## config.mk

```make
export PLATFORM = sky130hd
export DESIGN_NAME = ps2_host_tx
export DESIGN_NICKNAME = d
export VERILOG_FILES = /design/src/rtl/ps2_pkg.sv /design/src/rtl/ps2_sync_edge.sv /design/src/rtl/ps2_host_tx.sv
export SDC_FILE = /design/constraint.sdc
export NUM_CORES = 1
export LEC_CHECK = 0
export ABC_AREA = 0
export CELL_PAD_IN_SITES_DETAIL_PLACEMENT = 1
export CELL_PAD_IN_SITES_GLOBAL_PLACEMENT = 1
export CORE_MARGIN = 3
export CORE_UTILIZATION = 41
export DETAILED_ROUTE_END_ITERATION = 10
export GPL_TIMING_DRIVEN = 0
export MAX_ROUTING_LAYER = met4
export PLACE_DENSITY_LB_ADDON = 0.1
export SYNTH_ARGS = -nofsm -noshare
export SYNTH_HDL_FRONTEND = slang
export SYNTH_SLANG_ARGS = --single-unit
```

## constraint.sdc

```tcl
create_clock -name clk -period 2.57 [get_ports clk]
set_clock_uncertainty 0.05 [all_clocks]
set_input_delay 0.514 -clock clk [delete_from_list [all_inputs] [get_ports clk]]
set_output_delay 0.514 -clock clk [all_outputs]
set_load 0.03 [all_outputs]
```

## src/rtl/ps2_pkg.sv

```systemverilog
// Shared PS/2 definitions: host-transmit FSM states, frame length and the
// odd-parity helper used by both the transmitter and the receiver.
package ps2_pkg;

    typedef enum logic [2:0] {
        IDLE,
        INHIBIT,
        RELEASE,
        BITS,
        ACK,
        WAIT_IDLE
    } ps2_state_t;

    // Data bits + parity + stop; the start bit is driven separately in RELEASE.
    localparam int FRAME_LEN = 10;

    function automatic logic odd_parity(input logic [7:0] d);
        return ~^d;
    endfunction

endpackage

```

## src/rtl/ps2_sync_edge.sv

```systemverilog
// Two-flop synchronizer for one raw PS/2 pin plus a falling-edge detector on
// the synchronized level. Flops reset high to match the idle (pulled-up) bus.
module ps2_sync_edge (
    input  logic clk,
    input  logic reset,
    input  logic pin_in,
    output logic level,
    output logic fall
);

    logic meta_q, meta_d;
    logic sync_q, sync_d;
    logic prev_q, prev_d;

    always_comb begin
        meta_d = pin_in;
        sync_d = meta_q;
        prev_d = sync_q;
    end

    always_ff @(posedge clk or posedge reset) begin
        if (reset) begin
            meta_q <= 1'b1;
            sync_q <= 1'b1;
            prev_q <= 1'b1;
        end else begin
            meta_q <= meta_d;
            sync_q <= sync_d;
            prev_q <= prev_d;
        end
    end

    assign level = sync_q;
    assign fall  = prev_q & ~sync_q;

endmodule

```

## src/rtl/ps2_host_tx.sv

```systemverilog
// PS/2 host-to-device transmitter: inhibits the clock, issues the start bit,
// shifts out data/parity/stop on device clock falls and checks the device ack.
module ps2_host_tx
    import ps2_pkg::*;
#(
    parameter int c_clk_mhz    = 25,
    parameter int c_inhibit_us = 120,
    parameter int c_timeout_us = 15000
) (
    input  logic       clk,
    input  logic       reset,
    input  logic [7:0] tx_data,
    input  logic       tx_valid,
    output logic       tx_ready,
    output logic       busy,
    output logic       done,
    output logic       error,
    input  logic       ps2_clk_in,
    input  logic       ps2_data_in,
    output logic       ps2_clk_oe,
    output logic       ps2_data_oe,
    output ps2_state_t dbg_state
);

    localparam int INHIBIT_CYC = c_clk_mhz * c_inhibit_us;
    localparam int TIMEOUT_CYC = c_clk_mhz * c_timeout_us;
    localparam int INH_W = (INHIBIT_CYC > 1) ? $clog2(INHIBIT_CYC) : 1;
    localparam int TO_W  = (TIMEOUT_CYC > 1) ? $clog2(TIMEOUT_CYC) : 1;
    localparam logic [INH_W-1:0] INH_LOAD = INH_W'(INHIBIT_CYC - 1);
    localparam logic [TO_W-1:0]  TO_LAST  = TO_W'(TIMEOUT_CYC - 1);
    localparam logic [3:0]       LAST_BIT = 4'(FRAME_LEN - 1);

    logic clk_sync, clk_fall;
    logic data_sync, data_fall_unused;

    ps2_sync_edge u_clk_sync (
        .clk    (clk),
        .reset  (reset),
        .pin_in (ps2_clk_in),
        .level  (clk_sync),
        .fall   (clk_fall)
    );

    ps2_sync_edge u_data_sync (
        .clk    (clk),
        .reset  (reset),
        .pin_in (ps2_data_in),
        .level  (data_sync),
        .fall   (data_fall_unused)
    );

    ps2_state_t           state_q, state_d;
    logic [INH_W-1:0]     inh_cnt_q, inh_cnt_d;
    logic [TO_W-1:0]      to_cnt_q, to_cnt_d;
    logic [3:0]           bit_cnt_q, bit_cnt_d;
    logic [FRAME_LEN-1:0] shift_q, shift_d;
    logic                 ack_ok_q, ack_ok_d;
    logic                 clk_oe_q, clk_oe_d;
    logic                 data_oe_q, data_oe_d;
    logic                 done_q, done_d;
    logic                 error_q, error_d;

    always_comb begin
        state_d   = state_q;
        inh_cnt_d = inh_cnt_q;
        to_cnt_d  = to_cnt_q;
        bit_cnt_d = bit_cnt_q;
        shift_d   = shift_q;
        ack_ok_d  = ack_ok_q;
        clk_oe_d  = clk_oe_q;
        data_oe_d = data_oe_q;
        done_d    = 1'b0;
        error_d   = 1'b0;

        unique case (state_q)
            IDLE: begin
                clk_oe_d  = 1'b0;
                data_oe_d = 1'b0;
                if (tx_valid && tx_ready) begin
                    shift_d   = {1'b1, odd_parity(tx_data), tx_data};
                    clk_oe_d  = 1'b1;
                    inh_cnt_d = INH_LOAD;
                    state_d   = INHIBIT;
                end
            end
            INHIBIT: begin
                if (inh_cnt_q == '0) begin
                    data_oe_d = 1'b1;
                    state_d   = RELEASE;
                end else begin
                    inh_cnt_d = inh_cnt_q - 1'b1;
                end
            end
            RELEASE: begin
                clk_oe_d  = 1'b0;
                to_cnt_d  = '0;
                bit_cnt_d = '0;
                state_d   = BITS;
            end
            default: begin
                // BITS, ACK and WAIT_IDLE all share the transfer watchdog.
                if (to_cnt_q == TO_LAST) begin
                    clk_oe_d  = 1'b0;
                    data_oe_d = 1'b0;
                    error_d   = 1'b1;
                    state_d   = IDLE;
                end else begin
                    to_cnt_d = to_cnt_q + 1'b1;
                    if (state_q == BITS) begin
                        if (clk_fall) begin
                            data_oe_d = ~shift_q[0];
                            shift_d   = {1'b1, shift_q[FRAME_LEN-1:1]};
                            bit_cnt_d = bit_cnt_q + 1'b1;
                            if (bit_cnt_q == LAST_BIT) begin
                                state_d = ACK;
                            end
                        end
                    end else if (state_q == ACK) begin
                        if (clk_fall) begin
                            ack_ok_d = ~data_sync;
                            state_d  = WAIT_IDLE;
                        end
                    end else if (clk_sync && data_sync) begin
                        done_d  = ack_ok_q;
                        error_d = ~ack_ok_q;
                        state_d = IDLE;
                    end
                end
            end
        endcase
    end

    always_ff @(posedge clk or posedge reset) begin
        if (reset) begin
            state_q   <= IDLE;
            inh_cnt_q <= '0;
            to_cnt_q  <= '0;
            bit_cnt_q <= '0;
            shift_q   <= '1;
            ack_ok_q  <= 1'b0;
            clk_oe_q  <= 1'b0;
            data_oe_q <= 1'b0;
            done_q    <= 1'b0;
            error_q   <= 1'b0;
        end else begin
            state_q   <= state_d;
            inh_cnt_q <= inh_cnt_d;
            to_cnt_q  <= to_cnt_d;
            bit_cnt_q <= bit_cnt_d;
            shift_q   <= shift_d;
            ack_ok_q  <= ack_ok_d;
            clk_oe_q  <= clk_oe_d;
            data_oe_q <= data_oe_d;
            done_q    <= done_d;
            error_q   <= error_d;
        end
    end

    // The result pulse lands in the first IDLE cycle; ready waits one more.
    assign tx_ready    = (state_q == IDLE) && !done_q && !error_q;
    assign busy        = (state_q != IDLE);
    assign done        = done_q;
    assign error       = error_q;
    assign ps2_clk_oe  = clk_oe_q;
    assign ps2_data_oe = data_oe_q;
    assign dbg_state   = state_q;

endmodule
```

==> impl_metrics.env, run 1 <==
export IMPL_outcome="complete, no violations"
export IMPL_clockBufferDepth=2
export IMPL_synth_area_per_cell_um2=9.75
export IMPL_fp_coreArea_um2=7330
export IMPL_cts_root_buffer_cell="sky130_fd_sc_hd__clkbuf_8"
export IMPL_wl_final_um=7400
export IMPL_vias=2472
export IMPL_timing_rr_start="to_cnt_q[10]$_DFFE_PP0P_"
export IMPL_global_route_overflow_total=0
export IMPL_cp_max_fo=8
export IMPL_final_hold_viol_count=0
export IMPL_r2r_worst_path_cells=5
export IMPL_cts_htree_levels=3
export IMPL_insertion_delay_ps=340
export IMPL_floorplan_initialDensity_pct=42.7
export IMPL_layout_drive_gt1_share_pct=19.3
export IMPL_design_power_total_uw=3780
export IMPL_slew_violations=0
export IMPL_synth_yosys_warnings=0
export IMPL_power_per_cell_area_nw_per_um2=1010
export IMPL_critical_path_endpoint_type="flop"
export IMPL_wl_per_cell_um=16.0
export IMPL_detail_route_first_pass_iterations=6
export IMPL_grt_max_degree=30
export IMPL_drc=0
export IMPL_leakage_uw=0.00150
export IMPL_cts_inserted_buffers=9
export IMPL_timing_rr_end="ps2_clk_oe$_DFFE_PP0P_"
export IMPL_nets=375
export IMPL_fillCellCount=834
export IMPL_netlist_top_cells_area="sky130_fd_sc_hd__dfrtp_1 (34%), sky130_fd_sc_hd__dfstp_2 (12%), sky130_fd_sc_hd__nand2_1 (5.8%), sky130_fd_sc_hd__xnor2_1 (5.0%), sky130_fd_sc_hd__mux2_2 (4.7%)"
export IMPL_slew_headroom_pct=46.5
export IMPL_arrival_ps=2650
export IMPL_fin_area_um2=3730
export IMPL_cts_tree="yes"
export IMPL_dp_hpwl_um=5260
export IMPL_grt_pass1_vias=2544
export IMPL_cts_reportedPaths_clkPinSlew_ps=70
export IMPL_most_used_cells_in_the_layout_excluding_fill_and_tap_cells="sky130_fd_sc_hd__nand2_1 (48), sky130_fd_sc_hd__dfrtp_1 (41), sky130_fd_sc_hd__nor2_1 (32), sky130_fd_sc_hd__clkdlybuf4s50_1 (19), sky130_fd_sc_hd__xnor2_1 (18)"
export IMPL_synth_edf_count=0
export IMPL_synthArstFlopShare_pct=100
export IMPL_diodes=0
export IMPL_ys_seq_elements=57
export IMPL_grt_util_all_layers_pct=19.0
export IMPL_synth_largest_area_cell="sky130_fd_sc_hd__dfrtp_1"
export IMPL_timing_final_crit_period_ps=2480
export IMPL_io_pins=22
export IMPL_worst_r2r_setup_slack_ps=90
export IMPL_max_cap_violations=0
export IMPL_critPathKind="reg2reg"
export IMPL_sequential_element_share_of_the_synthesized_area_pct=46.1
export IMPL_die_w_um=93.4
export IMPL_min_period_over_period_pct=96.4
export IMPL_mappedNetlistNets=339
export IMPL_setup_worst_path_start="to_cnt_q[10]$_DFFE_PP0P_"
export IMPL_drt_iter0_markers=74
export IMPL_global_route_wire_length_before_repair_um=12700
export IMPL_die_area_um2=8720
export IMPL_synth_main_ff_cell="sky130_fd_sc_hd__dfrtp_1"
export IMPL_die_y_extent_um=93.4
export IMPL_synth_distinct_cells=55
export IMPL_placement_rows=31
export IMPL_routed_via_density=5.36
export IMPL_port_buffers=21
export IMPL_critical_path_endpoint="ps2_clk_oe$_DFFE_PP0P_"
export IMPL_antenna_violations_before_repair=0
export IMPL_peakVddDrop_mv=0.507
export IMPL_area_growth_synth_to_final_pct=19.2
export IMPL_max_clock_freq_mhz=404
export IMPL_synth_cells=321
export IMPL_yosys_area_top_type_share_pct=34.4
export IMPL_placed_area_um2=3490
export IMPL_worst_pin_slew_ps=799
export IMPL_worst_setup_path_start_kind="flop"
export IMPL_synth_cell_area_um2=3130
export IMPL_antenna_left=0
export IMPL_timing_final_setup_violations=0
export IMPL_cts_sinks=57
export IMPL_hold_class="reg2reg"
export IMPL_routabilityCongestion=0.794
export IMPL_worstPathRequired_ps=2740
export IMPL_mostFrequentLayoutCell="sky130_fd_sc_hd__nand2_1"
[Yosys cell counts (2+ instances only)]
| master | instances |
|---|---|
| sky130_fd_sc_hd__a211oi_1 | 7 |
| sky130_fd_sc_hd__a21o_2 | 2 |
| sky130_fd_sc_hd__a21oi_1 | 9 |
| sky130_fd_sc_hd__a22o_1 | 4 |
| sky130_fd_sc_hd__a31oi_1 | 2 |
| sky130_fd_sc_hd__a41oi_1 | 2 |
| sky130_fd_sc_hd__and3_1 | 4 |
| sky130_fd_sc_hd__and3_2 | 4 |
| sky130_fd_sc_hd__clkbuf_1 | 8 |
| sky130_fd_sc_hd__clkbuf_8 | 2 |
| sky130_fd_sc_hd__dfrtp_1 | 43 |
| sky130_fd_sc_hd__dfstp_2 | 14 |
| sky130_fd_sc_hd__ha_1 | 5 |
| sky130_fd_sc_hd__inv_1 | 9 |
| sky130_fd_sc_hd__mux2_2 | 13 |
| sky130_fd_sc_hd__nand2_1 | 48 |
| sky130_fd_sc_hd__nand2b_1 | 2 |
| sky130_fd_sc_hd__nand3_1 | 14 |
| sky130_fd_sc_hd__nand4_1 | 8 |
| sky130_fd_sc_hd__nand4b_1 | 3 |
| sky130_fd_sc_hd__nor2_1 | 32 |
| sky130_fd_sc_hd__nor2b_1 | 2 |
| sky130_fd_sc_hd__nor3_1 | 9 |
| sky130_fd_sc_hd__nor3b_1 | 2 |
| sky130_fd_sc_hd__nor4_1 | 3 |
| sky130_fd_sc_hd__nor4b_1 | 2 |
| sky130_fd_sc_hd__o2111ai_1 | 2 |
| sky130_fd_sc_hd__o211ai_1 | 3 |
| sky130_fd_sc_hd__o21ai_0 | 5 |
| sky130_fd_sc_hd__o22ai_1 | 2 |
| sky130_fd_sc_hd__or3_1 | 3 |
| sky130_fd_sc_hd__xnor2_1 | 18 |
| sky130_fd_sc_hd__xor2_1 | 13 |
[cells by family after synthesis]
kind of cell | count (synthesis) | share of synthesized area, %
AND/OR/NAND/NOR | 146 | 24.0
adder cells (fa/ha/maj) | 5 | 2.00
buffers and inverters | 22 | 3.44
multiplexers | 13 | 4.68
XOR/XNOR | 31 | 8.68
flip-flops | 57 | 46.1
AO/OA/AOI/OAI | 47 | 11.1
[routing by layer]
layer | vias up | share of wire (%) | global-route usage, %
met5 | - | 0 | -
met4 | 0 | 0.92 | 4.40
met3 | 10 | 2.9 | 5.39
met2 | 25 | 47 | 29.5
met1 | 1226 | 49 | 24.8
li1 | 1211 | - | -
[how the worst min path moves through the flow]
stage,cells after the start,to,start,slack [ps]
3_5_place_dp,0,u_clk_sync.level$_DFF_PP1_,u_clk_sync.meta_q$_DFF_PP1_,300
5_1_grt,0,u_clk_sync.level$_DFF_PP1_,u_clk_sync.meta_q$_DFF_PP1_,310
4_1_cts,0,u_clk_sync.level$_DFF_PP1_,u_clk_sync.meta_q$_DFF_PP1_,310
2_1_floorplan,0,u_clk_sync.level$_DFF_PP1_,u_clk_sync.meta_q$_DFF_PP1_,300
3_3_place_gp,0,u_clk_sync.level$_DFF_PP1_,u_clk_sync.meta_q$_DFF_PP1_,300
6_report,0,u_clk_sync.level$_DFF_PP1_,u_clk_sync.meta_q$_DFF_PP1_,300
[flip-flops by register name, summed over array words and instances (netlist names), 3 cells and up]
register / flops
bit_cnt_q: 4
dbg_state: 3
inh_cnt_q: 12
shift_q: 9
to_cnt_q: 19
[final cells by class]
cell class | instances | area, µm² | share of cell area, %
Sequential cell | 57 | 1450 | 38.8
Clock buffer | 16 | 170 | 4.56
Multi-Input combinational cell | 242 | 1610 | 43.3
Inverter | 10 | 38.8 | 1.04
Timing Repair Buffer | 25 | 265 | 7.11
Buffer | 12 | 71.3 | 1.91
Tap cell | 99 | 124 | 3.32
[power by group]
part / internal (µW) / total, µW / switching, µW
clock: 405 / 751 / 345
sequential: 1170 / 1420 / 249
combinational: 709 / 1610 / 905
total: 2280 / 3780 / 1500
[worst max-delay path: stages (launching register included)]
cell and delay [ps]:
sky130_fd_sc_hd__dfrtp_1 420, sky130_fd_sc_hd__or4b_1 580, sky130_fd_sc_hd__nor3b_4 420, sky130_fd_sc_hd__nand2_1 240, sky130_fd_sc_hd__o22ai_1 280, sky130_fd_sc_hd__mux2_2 370
[metrics by stage]
step	cells	worst slack [ps]	hold slack [ps]	utilization, %	setup TNS, ps
final	461	92.9	301	50.9	0
after global routing	461	-9.33	313	50.9	-17.2
after CTS	459	29.7	308	50.4	0
after detailed placement	442	-237	298	47.6	-1340
after global placement	441	-518	295	47.3	-23110
after floorplan	321	56.7	295	-	0
[timing repair]
| action | 4_1_cts | 5_1_grt |
|---|---|---|
| gates resized for setup | 8 | 6 |
| setup buffers | 1 | 2 |
| pin swaps | 2 | 2 |
| endpoints found under the setup margin | 14 | 17 |
| hold buffers | 0 | 0 |
(Power assumes the default switching activity.)
==> run 2, diff against run 1 <==
--- a/config.mk
+++ b/config.mk
@@ -9,7 +9,7 @@
 export CELL_PAD_IN_SITES_DETAIL_PLACEMENT = 1
 export CELL_PAD_IN_SITES_GLOBAL_PLACEMENT = 1
 export CORE_MARGIN = 3
-export CORE_UTILIZATION = 41
+export CORE_UTILIZATION = 46
 export DETAILED_ROUTE_END_ITERATION = 10
 export GPL_TIMING_DRIVEN = 0
 export MAX_ROUTING_LAYER = met4
@@ -17,3 +17,4 @@
 export SYNTH_ARGS = -nofsm -noshare
 export SYNTH_HDL_FRONTEND = slang
 export SYNTH_SLANG_ARGS = --single-unit
+export TNS_END_PERCENT = 50
==> constraint.sdc (replaced) <==
create_clock -name clk -period 2.65 [get_ports clk]
set_clock_uncertainty 0.05 [all_clocks]
set_input_delay 0.53 -clock clk [delete_from_list [all_inputs] [get_ports clk]]
set_output_delay 0.53 -clock clk [all_outputs]
set_load 0.03 [all_outputs]
==> run 2 against run 1 <==
Setup slack got worse by 9.0 ps. Final area is 0.17% higher. Hold slack better by 3.9 ps. Count of clock-buffer cells in the layout decreased by 2. Routed wire length rose by 0.69%. Die area decreased by 10%. Cell count is 4.8% lower. Non-clock buffer count is the same. Combinational power fell by 3%. Register-to-register slack is essentially flat. Critical endpoint is now shift_q[8]$_DFFE_PP1P_. Largest cell class unchanged.
==> impl_metrics.env, run 2 (same netlist as run 1, synthesis figures left out) <==
export IMPL_most_used_cells_in_the_layout_excluding_fill_and_tap_cells="sky130_fd_sc_hd__nand2_1 (48), sky130_fd_sc_hd__dfrtp_1 (43), sky130_fd_sc_hd__nor2_1 (32), sky130_fd_sc_hd__clkdlybuf4s50_1 (19), sky130_fd_sc_hd__xnor2_1 (18)"
export IMPL_max_clock_freq_mhz=390
export IMPL_diodes=0
export IMPL_cts_hold_buffers=0
export IMPL_nets=375
export IMPL_leakage_uw=0.00153
export IMPL_grt_util_all_layers_pct=21.8
export IMPL_cp_max_fo=9
export IMPL_cts_reportedPaths_clkPinSlew_ps=70
export IMPL_worstPathRequired_ps=2860
export IMPL_antenna_violations_before_repair=0
export IMPL_finalCoreUtilization_pct=57.8
export IMPL_cts_tree="yes"
export IMPL_critPathKind="reg2reg"
export IMPL_routabilityCongestion=0.771
export IMPL_area_growth_synth_to_final_pct=19.4
export IMPL_cts_sinks=57
export IMPL_global_route_overflow_total=0
export IMPL_timing_hold_worst_path_depth=0
export IMPL_mostFrequentLayoutCell="sky130_fd_sc_hd__nand2_1"
export IMPL_drt_iter0_markers=134
export IMPL_antenna_left=0
export IMPL_floorplan_initialDensity_pct=48.5
export IMPL_timing_final_setup_violations=0
export IMPL_ff_latch_area_um2=1440
export IMPL_biggest_regs="to_cnt_q x19, inh_cnt_q x12, shift_q x9"
export IMPL_largest_register_ffs=19
export IMPL_dp_hpwl_um=5200
export IMPL_routed_via_density=5.66
export IMPL_slew_headroom_pct=48.0
export IMPL_grt_pass1_vias=2643
export IMPL_detail_route_first_pass_iterations=4
export IMPL_wl_per_cell_um=17.0
export IMPL_slew_violations=0
export IMPL_fillCellCount=724
export IMPL_power_per_cell_area_nw_per_um2=1020
export IMPL_timing_final_crit_period_ps=2570
export IMPL_grt_max_degree=31
export IMPL_holdWs_ps=305
export IMPL_placement_rows=29
export IMPL_outcome="complete, no violations"
export IMPL_critical_path_endpoint_type="flop"
export IMPL_r2r_worst_path_cells=6
export IMPL_arrival_ps=2770
export IMPL_footprint_of_the_multi_input_gates_um2=1610
export IMPL_fp_coreArea_um2=6460
export IMPL_die_y_extent_um=88.5
export IMPL_hold_class="reg2reg"
export IMPL_setup_tns_final_ps=0
export IMPL_die_area_um2=7830
export IMPL_die_w_um=88.5
export IMPL_worst_setup_path_start_kind="flop"
export IMPL_registers_top_by_ff_count="to_cnt_q"
export IMPL_drc=0
export IMPL_worst_pin_slew_ps=777
export IMPL_max_cap_violations=0
export IMPL_io_pins=22
export IMPL_layout_drive_gt1_share_pct=19.9
export IMPL_global_route_wire_length_before_repair_um=12800
export IMPL_clockBufferDepth=2
export IMPL_cts_htree_levels=3
export IMPL_cts_inserted_buffers=9
export IMPL_final_hold_viol_count=0
export IMPL_port_buffers=21
export IMPL_vias=2484
export IMPL_cts_root_buffer_cell="sky130_fd_sc_hd__clkbuf_8"
export IMPL_peakVddDrop_mv=0.507
export IMPL_wl_final_um=7450
export IMPL_min_period_over_period_pct=96.8
export IMPL_insertion_delay_ps=330
[run 2: cell types whose count changed in the layout (fill, tap and decap cells not counted), sizes merged]
cell    delta
clkbuf     -2
clkinv     +1
bufinv     +1
[run 2: critical path, cell delays in order (launching register included)]
cell and delay, ps:
sky130_fd_sc_hd__dfrtp_1 430, sky130_fd_sc_hd__or4b_1 600, sky130_fd_sc_hd__nor3b_4 380, sky130_fd_sc_hd__a21oi_2 250, sky130_fd_sc_hd__a31oi_4 290, sky130_fd_sc_hd__buf_12 160
sky130_fd_sc_hd__mux2_2 330
[run 2: timing repair]
action                     in CTS  in global routing
pin swaps                       1                  3
hold endpoints to repair        0                  0
setup endpoints to repair      13                 11
gates cloned                    0                  0
resized for setup               8                  4
setup buffers                   0                  3
[run 2: path summary, 6_finish.rpt]
path                                             start                          to  slack, ps
max                           to_cnt_q[10]$_DFFE_PP0P_      shift_q[8]$_DFFE_PP1P_         80
min                        u_clk_sync.meta_q$_DFF_PP1_  u_clk_sync.level$_DFF_PP1_        300
max reg2reg                   to_cnt_q[10]$_DFFE_PP0P_      shift_q[8]$_DFFE_PP1P_         80
min reg2reg                u_clk_sync.meta_q$_DFF_PP1_  u_clk_sync.level$_DFF_PP1_        300
max in group asynchronous                        reset      shift_q[5]$_DFFE_PP1P_       1350
min in group asynchronous                        reset    to_cnt_q[15]$_DFFE_PP0P_        540
[run 2: cell type report]
class | instances | area share, %
flip-flops and latches | 57 | 38.6
plain buffers | 12 | 1.91
multi-input cells | 242 | 43.2
clock buffers | 14 | 4.62
clock inverters | 2 | 0.938
inverters | 10 | 1.04
repair buffers | 25 | 7.10
well taps | 77 | 2.58
[run 2: power breakdown]
group | internal, µW | switching (µW) | total, µW
registers | 1130 | 246 | 1380
clock network | 511 | 354 | 866
logic | 685 | 878 | 1560
[run 2: routing by layer]
layer | global-route usage [%] | part of all wire (%)
met2 | 33.8 | 49
met4 | 7.01 | 1.0
met1 | 28.3 | 48
met3 | 5.12 | 2.7
met5 | - | 0
[run 2: metrics by stage]
step	worst slack, ps	instances	power (µW)	cell area [µm²]
finish	83.8	439	3800	3740
floorplan	121	321	2440	3130
global placement	-432	419	2850	3440
detailed placement	-215	420	2910	3460
global route	-17.7	439	4090	3740
CTS	8.47	436	3790	3690
==> run 3, diff against run 2 <==
--- a/config.mk
+++ b/config.mk
@@ -6,14 +6,12 @@
 export NUM_CORES = 1
 export LEC_CHECK = 0
 export ABC_AREA = 0
-export CELL_PAD_IN_SITES_DETAIL_PLACEMENT = 1
-export CELL_PAD_IN_SITES_GLOBAL_PLACEMENT = 1
 export CORE_MARGIN = 3
-export CORE_UTILIZATION = 46
+export CORE_UTILIZATION = 52
 export DETAILED_ROUTE_END_ITERATION = 10
 export GPL_TIMING_DRIVEN = 0
 export MAX_ROUTING_LAYER = met4
-export PLACE_DENSITY_LB_ADDON = 0.1
+export PLACE_DENSITY = 0.72
 export SYNTH_ARGS = -nofsm -noshare
 export SYNTH_HDL_FRONTEND = slang
 export SYNTH_SLANG_ARGS = --single-unit
==> run 3 against run 2 <==
Combinational power decreased by 3%. Via count decreased by 2.7%. Utilization increased by 7.3 points. Total power decreased by 3.9%. Global-route usage decreased by 2.0 points. Sequential cell count unchanged. Final area decreased by 1.0%. Non-clock buffer count unchanged. First-iteration DRC count decreased by 12%. Sequential share of layout area increased by 0.41 points. Critical path type is now reg2out. Critical endpoint is now tx_ready.
==> impl_metrics.env, run 3 (same netlist as run 1, synthesis figures left out) <==
export IMPL_outcome="complete, no violations"
export IMPL_routed_wl_met3_um=224
export IMPL_port_buffers=21
export IMPL_diodes=0
export IMPL_cts_tree="yes"
export IMPL_grt_max_degree=45
export IMPL_p_seq_share_pct=37.1
export IMPL_die_w_um=83.6
export IMPL_met1Wirelength_um=3070
export IMPL_cts_htree_levels=3
export IMPL_critical_path_endpoint_type="primary output"
export IMPL_nets=375
export IMPL_wl_met2_um=2910
export IMPL_timing_final_setup_violations=0
export IMPL_drc=0
export IMPL_share_comb_of_total_power_pct=41.4
export IMPL_cts_sinks=57
export IMPL_die_y_extent_um=83.6
export IMPL_routabilityCongestion=0.829
export IMPL_fillCellCount=475
export IMPL_worst_r2r_setup_slack_ps=170
export IMPL_global_route_overflow_total=0
export IMPL_io_pins=22
export IMPL_area_growth_synth_to_final_pct=18.2
export IMPL_largest_register_ffs=19
export IMPL_setup_worst_path_start="dbg_state[0]$_DFFE_PP0P_"
export IMPL_leakage_uw=0.00151
export IMPL_timing_rr_start="to_cnt_q[10]$_DFFE_PP0P_"
export IMPL_die_area_um2=6980
export IMPL_antenna_violations_before_repair=0
export IMPL_footprint_of_the_multi_input_gates_um2=1600
export IMPL_grt_pass1_vias=2318
export IMPL_total_switching_power_uw=1390
export IMPL_slew_violations=0
export IMPL_slew_headroom_pct=53.5
export IMPL_global_route_wire_length_before_repair_um=11100
export IMPL_cts_inserted_buffers=9
export IMPL_insertion_delay_ps=340
export IMPL_timing_rr_end="shift_q[3]$_DFFE_PP1P_"
export IMPL_cellInternalPower_uw=2270
export IMPL_mostFrequentLayoutCell="sky130_fd_sc_hd__nand2_1"
export IMPL_most_used_cells_in_the_layout_excluding_fill_and_tap_cells="sky130_fd_sc_hd__nand2_1 (48), sky130_fd_sc_hd__dfrtp_1 (43), sky130_fd_sc_hd__nor2_1 (32), sky130_fd_sc_hd__clkdlybuf4s50_1 (19), sky130_fd_sc_hd__xnor2_1 (18)"
export IMPL_clkPwrFrac_pct=21.5
export IMPL_critPathKind="reg2out"
export IMPL_peakVddDrop_mv=0.763
export IMPL_final_hold_viol_count=0
export IMPL_dp_hpwl_um=4380
export IMPL_cts_root_buffer_cell="sky130_fd_sc_hd__clkbuf_8"
export IMPL_drt_iter0_markers=118
export IMPL_max_clock_freq_mhz=397
export IMPL_layout_drive_gt1_share_pct=19.1
export IMPL_routed_via_density=5.57
export IMPL_worstPathRequired_ps=2070
export IMPL_timing_final_crit_period_ps=2520
export IMPL_power_per_cell_area_nw_per_um2=989
export IMPL_hold_class="reg2reg"
export IMPL_holdWs_ps=305
export IMPL_placement_rows=27
export IMPL_min_period_over_period_pct=94.9
export IMPL_cp_max_fo=10
export IMPL_detail_route_first_pass_iterations=4
export IMPL_worst_setup_path_start_kind="flop"
export IMPL_wl_final_um=6290
export IMPL_biggest_regs="to_cnt_q x19, inh_cnt_q x12, shift_q x9"
export IMPL_cts_hold_buffers=0
export IMPL_wl_per_cell_um=14.5
export IMPL_max_cap_violations=0
export IMPL_ff_latch_area_um2=1440
export IMPL_registers_top_by_ff_count="to_cnt_q"
export IMPL_critical_path_endpoint="tx_ready"
export IMPL_grt_setup_unrepaired="yes"
export IMPL_p_sw_share_pct=38.0
export IMPL_arrival_ps=1940
export IMPL_fp_coreArea_um2=5680
export IMPL_cts_reportedPaths_clkPinSlew_ps=60
export IMPL_vias=2417
export IMPL_floorplan_initialDensity_pct=55.1
export IMPL_clockBufferDepth=2
export IMPL_design_power_total_uw=3660
export IMPL_r2r_worst_path_cells=6
export IMPL_highest_signal_layer="met4"
export IMPL_worst_pin_slew_ps=694
export IMPL_antenna_left=0
export IMPL_grt_util_all_layers_pct=19.8
## run 3: timing repair
| item | 4_1_cts | 5_1_grt |
|---|---|---|
| resized for setup | 6 | 2 |
| buffers inserted | 0 | 3 |
| pin swaps | 1 | 2 |
| endpoints found under the setup margin | 11 | 12 |
## run 3: worst max-delay path: stages, from the launching register on
cell and delay [ps]:
sky130_fd_sc_hd__dfrtp_1 470, sky130_fd_sc_hd__nor3_2 330, sky130_fd_sc_hd__buf_4 230, sky130_fd_sc_hd__clkinv_2 150, sky130_fd_sc_hd__nor3_2 120, sky130_fd_sc_hd__clkdlybuf4s15_2 310
## run 3: power groups by stage
stage / clock (µW) / combinational (µW) / sequential [µW]
final: 786 / 1510 / 1360
after global routing: 851 / 1680 / 1390
after CTS: 808 / 1490 / 1350
after detailed placement: 0 / 1490 / 1360
after global placement: 0 / 1460 / 1360
after floorplan: 0 / 1060 / 1380
## run 3: final cells by class
cell class                      count  area share [%]
Clock inverter                      3            1.08
Timing Repair Buffer               25            7.17
Multi-Input combinational cell    242            43.3
Sequential cell                    57            39.1
Inverter                           10            1.05
Buffer                             12            1.90
Tap cell                           72            2.44
Clock buffer                       13            4.03
## run 3: metal layers
| metal | vias to the layer above | track usage, % |
|---|---|---|
| li1 | 1206 | - |
| met5 | - | - |
| met4 | 0 | 7.02 |
| met1 | 1159 | 27.2 |
| met3 | 11 | 3.95 |
| met2 | 41 | 29.3 |
## run 3: worst min-delay path by stage
stage                     slack (ps)  cells after the start                           to                          from
after global placement           300                      0  u_data_sync.level$_DFF_PP1_  u_data_sync.meta_q$_DFF_PP1_
final                            300                      0   u_clk_sync.level$_DFF_PP1_   u_clk_sync.meta_q$_DFF_PP1_
after floorplan                  300                      0   u_clk_sync.level$_DFF_PP1_   u_clk_sync.meta_q$_DFF_PP1_
after detailed placement         300                      0   u_clk_sync.level$_DFF_PP1_   u_clk_sync.meta_q$_DFF_PP1_
after CTS                        310                      0   u_clk_sync.level$_DFF_PP1_   u_clk_sync.meta_q$_DFF_PP1_
after global routing             310                      0   u_clk_sync.level$_DFF_PP1_   u_clk_sync.meta_q$_DFF_PP1_
## run 3: stage by stage
stage / instance area [µm²] / setup WS, ps / utilization, % / cells / TNS [ps]
6_report: 3700 / 134 / 65.1 / 434 / 0
3_3_place_gp: 3430 / -335 / 60.5 / 414 / -14450
5_1_grt: 3700 / -27.2 / 65.1 / 434 / -27.2
4_1_cts: 3650 / 36.3 / 64.3 / 431 / 0
3_5_place_dp: 3450 / -198 / 60.9 / 415 / -246
2_1_floorplan: 3130 / 121 / - / 321 / 0
